$ cat src/rtl/io_display_ctrl.sv
// io_display_ctrl: MIPS IO-bus peripheral driving multiplexed 7-seg digits and reading switches.
// Per-digit blinking is compiled in when IO_DISPLAY_BLINK_EN is defined.
module io_display_ctrl #(
   parameter int NUM_DIGITS   = 4,
   parameter int SEG_W        = 7,
   parameter int REFRESH_BITS = 14,
   parameter int SW_W         = 2
) (
   input  logic                  CLK,
   input  logic                  RESET,
   input  logic [3:0]            IOAddr,
   input  logic [31:0]           IOWriteData,
   input  logic                  IOWriteEn,
   output logic [31:0]           IOReadData,
   input  logic [SW_W-1:0]       SW,
   output logic [SEG_W-1:0]      LED,
   output logic [NUM_DIGITS-1:0] AN
);

   localparam int IDX_W = (NUM_DIGITS > 1) ? $clog2(NUM_DIGITS) : 1;
   localparam logic [IDX_W-1:0] LAST = IDX_W'(NUM_DIGITS - 1);

   localparam logic [3:0] A_LO   = 4'h0;
   localparam logic [3:0] A_HI   = 4'h1;
   localparam logic [3:0] A_CTRL = 4'h2;
   localparam logic [3:0] A_SW   = 4'h4;
   localparam logic [3:0] A_STAT = 4'h5;

   logic [SEG_W-1:0]        dig_q [NUM_DIGITS];
   logic [SEG_W-1:0]        dig_d [NUM_DIGITS];
   logic                    en_q, en_d;
   logic [7:0]              blank_q, blank_d;
   logic [REFRESH_BITS-1:0] pre_q, pre_d;
   logic [IDX_W-1:0]        idx_q, idx_d;
   logic [SW_W-1:0]         s1_q, s2_q, s3_q;
   logic                    chg_q, chg_d;
   logic [NUM_DIGITS-1:0]   an_q, an_d;
   logic [SEG_W-1:0]        led_q, led_d;

   logic                    wr_lo, wr_hi, wr_ctrl, wr_stat;
   logic                    pre_wrap, scan_wrap;
   logic [SEG_W-1:0]        cur_dig;
   logic                    cur_blank;
   logic                    blink_off;
   logic                    lit;
   logic [31:0]             rdata;
   logic                    unused_wdata;

`ifdef IO_DISPLAY_BLINK_EN
   logic [7:0]              blink_q, blink_d;
   logic [7:0]              bcnt_q, bcnt_d;
   logic                    cur_blink;
`endif

   assign unused_wdata = ^IOWriteData;

   assign wr_lo   = IOWriteEn && (IOAddr == A_LO);
   assign wr_hi   = IOWriteEn && (IOAddr == A_HI);
   assign wr_ctrl = IOWriteEn && (IOAddr == A_CTRL);
   assign wr_stat = IOWriteEn && (IOAddr == A_STAT);

   assign pre_wrap  = &pre_q;
   assign scan_wrap = pre_wrap && (idx_q == LAST);

   // Register file and scan next-state
   always_comb begin
      dig_d   = dig_q;
      for (int i = 0; i < NUM_DIGITS; i++) begin
         if ((i < 4) ? wr_lo : wr_hi) begin
            dig_d[i] = IOWriteData[(i % 4) * SEG_W +: SEG_W];
         end
      end
      en_d    = wr_ctrl ? IOWriteData[0]    : en_q;
      blank_d = wr_ctrl ? IOWriteData[15:8] : blank_q;
      pre_d   = pre_q + 1'b1;
      idx_d   = idx_q;
      if (pre_wrap) begin
         idx_d = (idx_q == LAST) ? '0 : idx_q + 1'b1;
      end
      if (s2_q != s3_q) begin
         chg_d = 1'b1;
      end else if (wr_stat && IOWriteData[0]) begin
         chg_d = 1'b0;
      end else begin
         chg_d = chg_q;
      end
   end

`ifdef IO_DISPLAY_BLINK_EN
   always_comb begin
      blink_d = wr_ctrl ? IOWriteData[23:16] : blink_q;
      bcnt_d  = bcnt_q + {7'd0, scan_wrap};
   end
`endif

   // Select the digit currently being scanned
   always_comb begin
      cur_dig   = '0;
      cur_blank = 1'b0;
`ifdef IO_DISPLAY_BLINK_EN
      cur_blink = 1'b0;
`endif
      for (int i = 0; i < NUM_DIGITS; i++) begin
         if (idx_q == IDX_W'(i)) begin
            cur_dig   = dig_q[i];
            cur_blank = blank_q[i];
`ifdef IO_DISPLAY_BLINK_EN
            cur_blink = blink_q[i];
`endif
         end
      end
   end

`ifdef IO_DISPLAY_BLINK_EN
   assign blink_off = cur_blink && bcnt_q[7];
`else
   assign blink_off = 1'b0;
`endif

   assign lit = en_q && !cur_blank && !blink_off;

   always_comb begin
      an_d = '1;
      for (int i = 0; i < NUM_DIGITS; i++) begin
         if (lit && (idx_q == IDX_W'(i))) begin
            an_d[i] = 1'b0;
         end
      end
      led_d = lit ? ~cur_dig : '1;
   end

   // Bus read mux, no side effects
   always_comb begin
      rdata = '0;
      case (IOAddr)
         A_LO: begin
            for (int i = 0; i < NUM_DIGITS; i++) begin
               if (i < 4) begin
                  rdata[(i % 4) * SEG_W +: SEG_W] = dig_q[i];
               end
            end
         end
         A_HI: begin
            for (int i = 0; i < NUM_DIGITS; i++) begin
               if (i >= 4) begin
                  rdata[(i % 4) * SEG_W +: SEG_W] = dig_q[i];
               end
            end
         end
         A_CTRL: begin
            rdata[0]    = en_q;
            rdata[15:8] = blank_q;
`ifdef IO_DISPLAY_BLINK_EN
            rdata[23:16] = blink_q;
`endif
         end
         A_SW:    rdata[SW_W-1:0] = s2_q;
         A_STAT:  rdata[0] = chg_q;
         default: rdata = '0;
      endcase
   end

   assign IOReadData = rdata;

   always_ff @(posedge CLK) begin
      if (RESET) begin
         for (int i = 0; i < NUM_DIGITS; i++) begin
            dig_q[i] <= '0;
         end
         en_q    <= 1'b1;
         blank_q <= '0;
         pre_q   <= '0;
         idx_q   <= '0;
         s1_q    <= '0;
         s2_q    <= '0;
         s3_q    <= '0;
         chg_q   <= 1'b0;
         an_q    <= ~NUM_DIGITS'(1);
         led_q   <= '1;
      end else begin
         dig_q   <= dig_d;
         en_q    <= en_d;
         blank_q <= blank_d;
         pre_q   <= pre_d;
         idx_q   <= idx_d;
         s1_q    <= SW;
         s2_q    <= s1_q;
         s3_q    <= s2_q;
         chg_q   <= chg_d;
         an_q    <= an_d;
         led_q   <= led_d;
      end
   end

`ifdef IO_DISPLAY_BLINK_EN
   always_ff @(posedge CLK) begin
      if (RESET) begin
         blink_q <= '0;
         bcnt_q  <= '0;
      end else begin
         blink_q <= blink_d;
         bcnt_q  <= bcnt_d;
      end
   end
`endif

   assign AN  = an_q;
   assign LED = led_q;

endmodule
$ cat config.mk
export PLATFORM = sky130hd
export DESIGN_NAME = io_display_ctrl
export DESIGN_NICKNAME = d
export VERILOG_FILES = /design/src/rtl/io_display_ctrl.sv
export SDC_FILE = /design/constraint.sdc
export NUM_CORES = 1
export LEC_CHECK = 0
export CORE_AREA = 2 2 95 116
export CTS_CLUSTER_SIZE = 12
export DETAILED_ROUTE_END_ITERATION = 10
export DIE_AREA = 0 0 97 118
export PLACE_DENSITY_LB_ADDON = 0.05
export SETUP_SLACK_MARGIN = 0.4
export SYNTH_ARGS = -nofsm -noshare
export SYNTH_HDL_FRONTEND = slang
export SYNTH_SLANG_ARGS = --single-unit
$ cat constraint.sdc
create_clock -name CLK -period 1.7 [get_ports CLK]
set_input_delay 0.425 -clock CLK [delete_from_list [all_inputs] [get_ports CLK]]
set_output_delay 0.425 -clock CLK [all_outputs]
set_load 0.01 [all_outputs]
## Word level (Yosys, flattened, before mapping)

Cells that the tools add are included.

| word-level totals | value |
|---|---|
| logic and storage cells | 60 |
| register bits after elaboration | 71 |
| output and inout port bits | 43 |
| input bits | 41 |

| operators by class | value |
|---|---|
| equality and inequality tests | 7 |
| reduce and logical (&&, ||, !) cells | 15 |
| bitwise logic cells | 2 |
| multiplexer cells | 20 |
| $add $sub $neg | 2 |

Operators with widths:

| operator | count |
|---|---|
| $mux 7 | 4 |
| $pmux 8 s2 | 1 |
| $add 14x1->14 const B | 1 |
| $reduce_and 14->1 | 1 |
| $mux 12 | 1 |
| $mux 1 | 10 |
| $logic_and 1x1->1 | 9 |
| $eq 4x3->1 const B | 2 |
| $not 7->7 | 1 |
| $mux 6 | 1 |
| $eq 2x2->1 const B | 2 |
| $eq 4x2->1 const B | 1 |
| $logic_not 4->1 | 1 |
| $pmux 1 s4 | 1 |
| $add 2x1->2 const B | 1 |
| $eq 2x1->1 const B | 1 |
| $logic_not 2->1 | 1 |
| $mux 2 | 1 |
| $ne 2x2->1 | 1 |
| $pmux 1 s2 | 1 |
| $reduce_bool 2->1 | 1 |
| $reduce_or 2->1 | 1 |
| $logic_not 1->1 | 1 |
| $not 1->1 | 1 |

## Logic depth before layout (Yosys ltp)

| depth | value |
|---|---|
| depth after elaboration | 9 |
| depth in mapped cells | 8 |
| mapped depth without buffers | 6 |

## Least setup slack after synthesis

Ideal clock, no wire load.

| timing | value |
|---|---|
| path kind | input to output |
| start point | input IOAddr[0] |
| end point | output IOReadData[15] |
| data arrival time | 1308 ps |
| path buffers | 2 |
| data required time | 1275 ps |
| slack | -33 ps |
| stages on the path | 4 |
| cell sequence | nor4_2 > buf_4 > clkbuf_1 > a22o_1 |

| between the ends | value |
|---|---|
| word-level cells in the longest chain between the ends | 2 |
| elaborated cells on any way between the ends | 3 |
| those cells by class | 1 x eq/ne; 1 x mux; 1 x reduce/logical |

RTL lines:

| element | line | RTL |
|---|---|---|
| from (decl) | 11 | `input logic [3:0] IOAddr,` |
| $eq 4x2->1 / $logic_not 4->1 (equally long branches) | 135 | `case (IOAddr)` |
| $pmux 8 s2 (*) | 135 |  |
| to (decl) | 14 | `output logic [31:0] IOReadData,` |

Mark *: on every way between the ends. The rest lies on a longest branch, timed or not.

## Worst setup path in the final report

| timing | value |
|---|---|
| start point | input IOAddr[2] |
| end point | output IOReadData[15] |

The elaborated chain is that of the path after synthesis.

==> metrics.cfg <==
[final_layout]
multi_input_area_um2=2160
nNetsFinal=560
synthToLayoutAreaGrowth_pct=78.3
drive_gt1_share_pct=49.2
final_cell_mix=62 x dfxtp_1, 46 x nand2_1, 35 x buf_4, 35 x buf_6
fin_area_um2=5590
n_antenna_cell=0
fin_cells=647
register_area_um2=1450
layout_commonest_cell=dfxtp_1
nFillCells=965

[placement]
portBuffers=75
dpl.hpwl_mm=6.20
place_inst=594
gp_congestion=0.747
placed_area_um2=4340

[critical_path]
cp_slowest_cell=nor4_4
crit_required_ns=1.27
crit_path_max_fanout=7
r2r_start=idx_q[0]
r2r_end=AN[0]
crit_chain=buf_12, nor4_4, buf_6, buf_8, buf_16, a22o_1, buf_2
crit_type=in2out
startpoint_type=input pin
worst-path-stages=7
reg2reg_slack_ns=0.25
endpoint_kind=output pin
cpPeakStageDelay_ns=0.26
crit_buf_inv=5
ff2ff_path_depth=6
crit_family=buffers and inverters
crit_arrival_ns=1.49

[worst_hold_path]
whs_endpoint=pre_q[8]
min_path_type=in2reg
hold_depth=2
worstHoldStart=RESET

[floorplan]
dieArea_um2=11400
die_x_um=97
io_pins=84
start_util_pct=30.4
die_h_um=118
core_area_um2=10300
rows=41

[sta]
tns_ns=-5.57
slew_violations=0
rsz0062_at_grt=yes
finalClockSkew_ns=0.00566
timing.hold.ws_ns=0.429
max_freq_ghz=0.522
setup_ws_ns=-0.214
hold_viol=0
fin_crit_sh_pct=113
finalSetupViolations=48
finalCriticalPeriod_ns=1.91

[logic_synthesis]
seq_area_frac_synth_pct=45.3
synth_cells=384
synth-seq-cells=71
syn_area_per_cell_um2=8.16
yosysWarnings=0
syn_area_um2=3130
synth.distinct_cells=41

[clock_network]
cts_tree=built
cts_buffers=9
clockBufferDepth=2
clk_latency_ns=0.33
cts_hold_buf=0
cts_root_buffer=clkbuf_16
clk_pin_slew_worst_paths_ns=0.06
cts.sinks=71
htreeDepth=3

[global_routing]
antenna_found_initial=0
grt_pass1_vias=3030
grt_pass1_wl_mm=16.3
grt_util_all_layers_pct=18.3
grt_overflow=0
grt_max_degree=39

[job]
cap_violations=0

[pwr]
pwr-share-comb_pct=10.7
seqPwrFrac_pct=45.2
clockPowerShare_pct=44.1
power.internal_w=0.00293
peakVddDrop_mv=0.467
netSwitchingFraction_pct=22.7
p_per_area_nw_per_um2=678
p_leak_nw=2.23
p_sw_w=0.000861

[detailed_routing]
wl_mm=10.8
vias=3137
vias_per_cell=4.85
first_pass_iters=4
drc=0
post_drt_wl_per_cell_um=16.7
final_antenna_net_count=0
drt-initial-drc-count=137

[status]
violations=setup timing
status=finished, violations left

## cell type report
cell class                 count  area share (%)
inverter                      11           0.828
sequential                    71            25.9
timing repair buffer         143            27.1
clock buffer                  14            4.55
tap                          129            2.89
multi-input combinational    278            38.6
clock inverter                 1          0.0896
## how the worst max path moves through the flow
stage          slack (ns)              to  startpoint
6_report            -0.21  IOReadData[15]   IOAddr[2]
5_1_grt             -0.26  IOReadData[15]   IOAddr[2]
4_1_cts             -0.23  IOReadData[15]   IOAddr[2]
3_5_place_dp        -1.02  IOReadData[11]   IOAddr[0]
3_3_place_gp        -1.00  IOReadData[11]   IOAddr[0]
2_1_floorplan       0.007  IOReadData[10]   IOAddr[0]
## Yosys cell counts, drive strengths merged
library cell | n | share of area (%)
and4 | 1 | 0.28
or3 | 1 | 0.20
nor4bb | 1 | 0.32
nand3 | 14 | 2.2
ha | 5 | 2.0
a22o | 15 | 4.2
a221oi | 1 | 0.28
nand3b | 3 | 0.72
nor4b | 1 | 0.76
conb | 1 | 0.12
dfxtp | 71 | 45
a221o | 1 | 0.32
nor2 | 15 | 1.8
nand2 | 92 | 11
a211o | 1 | 0.28
o31ai | 1 | 0.24
mux2i | 2 | 0.64
and2 | 19 | 3.8
nand4 | 4 | 0.80
xnor2 | 8 | 2.2
o21ai | 8 | 1.3
a31oi | 2 | 0.40
a21oi | 54 | 8.6
nor2b | 7 | 1.4
nor3 | 5 | 0.96
nand2b | 1 | 0.20
nor4 | 4 | 1.2
xor2 | 4 | 1.1
clkbuf | 13 | 1.6
and3 | 1 | 0.20
a211oi | 1 | 0.24
buf | 15 | 3.4
inv | 11 | 1.3
a31o | 1 | 0.28
## flip-flops by register name, indices dropped and copies added, names as in the netlist
name	cells
chg_q	1
en_q	1
blank_q	8
s1_q	2
pre_q	14
s2_q	2
dig_q	28
AN	4
LED	7
s3_q	2
idx_q	2
## power groups by stage
| stage | clock network (W) | logic (W) | registers, W |
|---|---|---|---|
| global route | 0.00179 | 0.000433 | 0.00171 |
| CTS | 0.00172 | 0.000366 | 0.00171 |
| floorplan | 0 | 0.000114 | 0.00175 |
| finish | 0.00167 | 0.000405 | 0.00171 |
| detailed placement | 0 | 0.000275 | 0.00175 |
| global placement | 0 | 0.000275 | 0.00175 |
## routing by layer
layer  GRT usage [%]  up-vias  routed length [um]  part of all wire, %
met2            31.7       87                5730                   53
met4            7.04        0                 229                  2.1
li1                -     1549                   -                    -
met1            21.6     1486                4290                   40
met5               0        -                   0                    0
met3            4.39       15                 535                  5.0
## through the flow
stage / util, % / total power (W) / setup WS, ns
after detailed placement: 42.1 / 0.00203 / -1.02
after global placement: 42.1 / 0.00203 / -1.00
after floorplan: - / 0.00186 / 0.00663
after global routing: 54.2 / 0.00394 / -0.257
final: 54.2 / 0.00379 / -0.214
after CTS: 50.8 / 0.00379 / -0.225
## logic make-up after synthesis
logic type	Yosys count	synth area share [%]
simple gates	169	26.2
compound gates	85	16.1
flops	71	45.3
buf+inv	39	6.23
xor+xnor	12	3.35
fa+ha+maj	5	2.00
mux	2	0.639
other cells	1	0.120
## worst reg2reg max path, delay by kind of cell, from the launching register on
family	cells	cell delay, ns
compound gates	3	0.61
flops	1	0.38
fa+ha+maj	1	0.19
simple gates	1	0.12
buf+inv	1	0.08
## repair_timing
item | CTS | global route
gates cloned | 7 | 0
pin swaps | 21 | 46
resized for setup | 273 | 89
setup endpoints to repair | 93 | 95
setup buffers | 21 | 10
(Power assumes the default switching activity.)
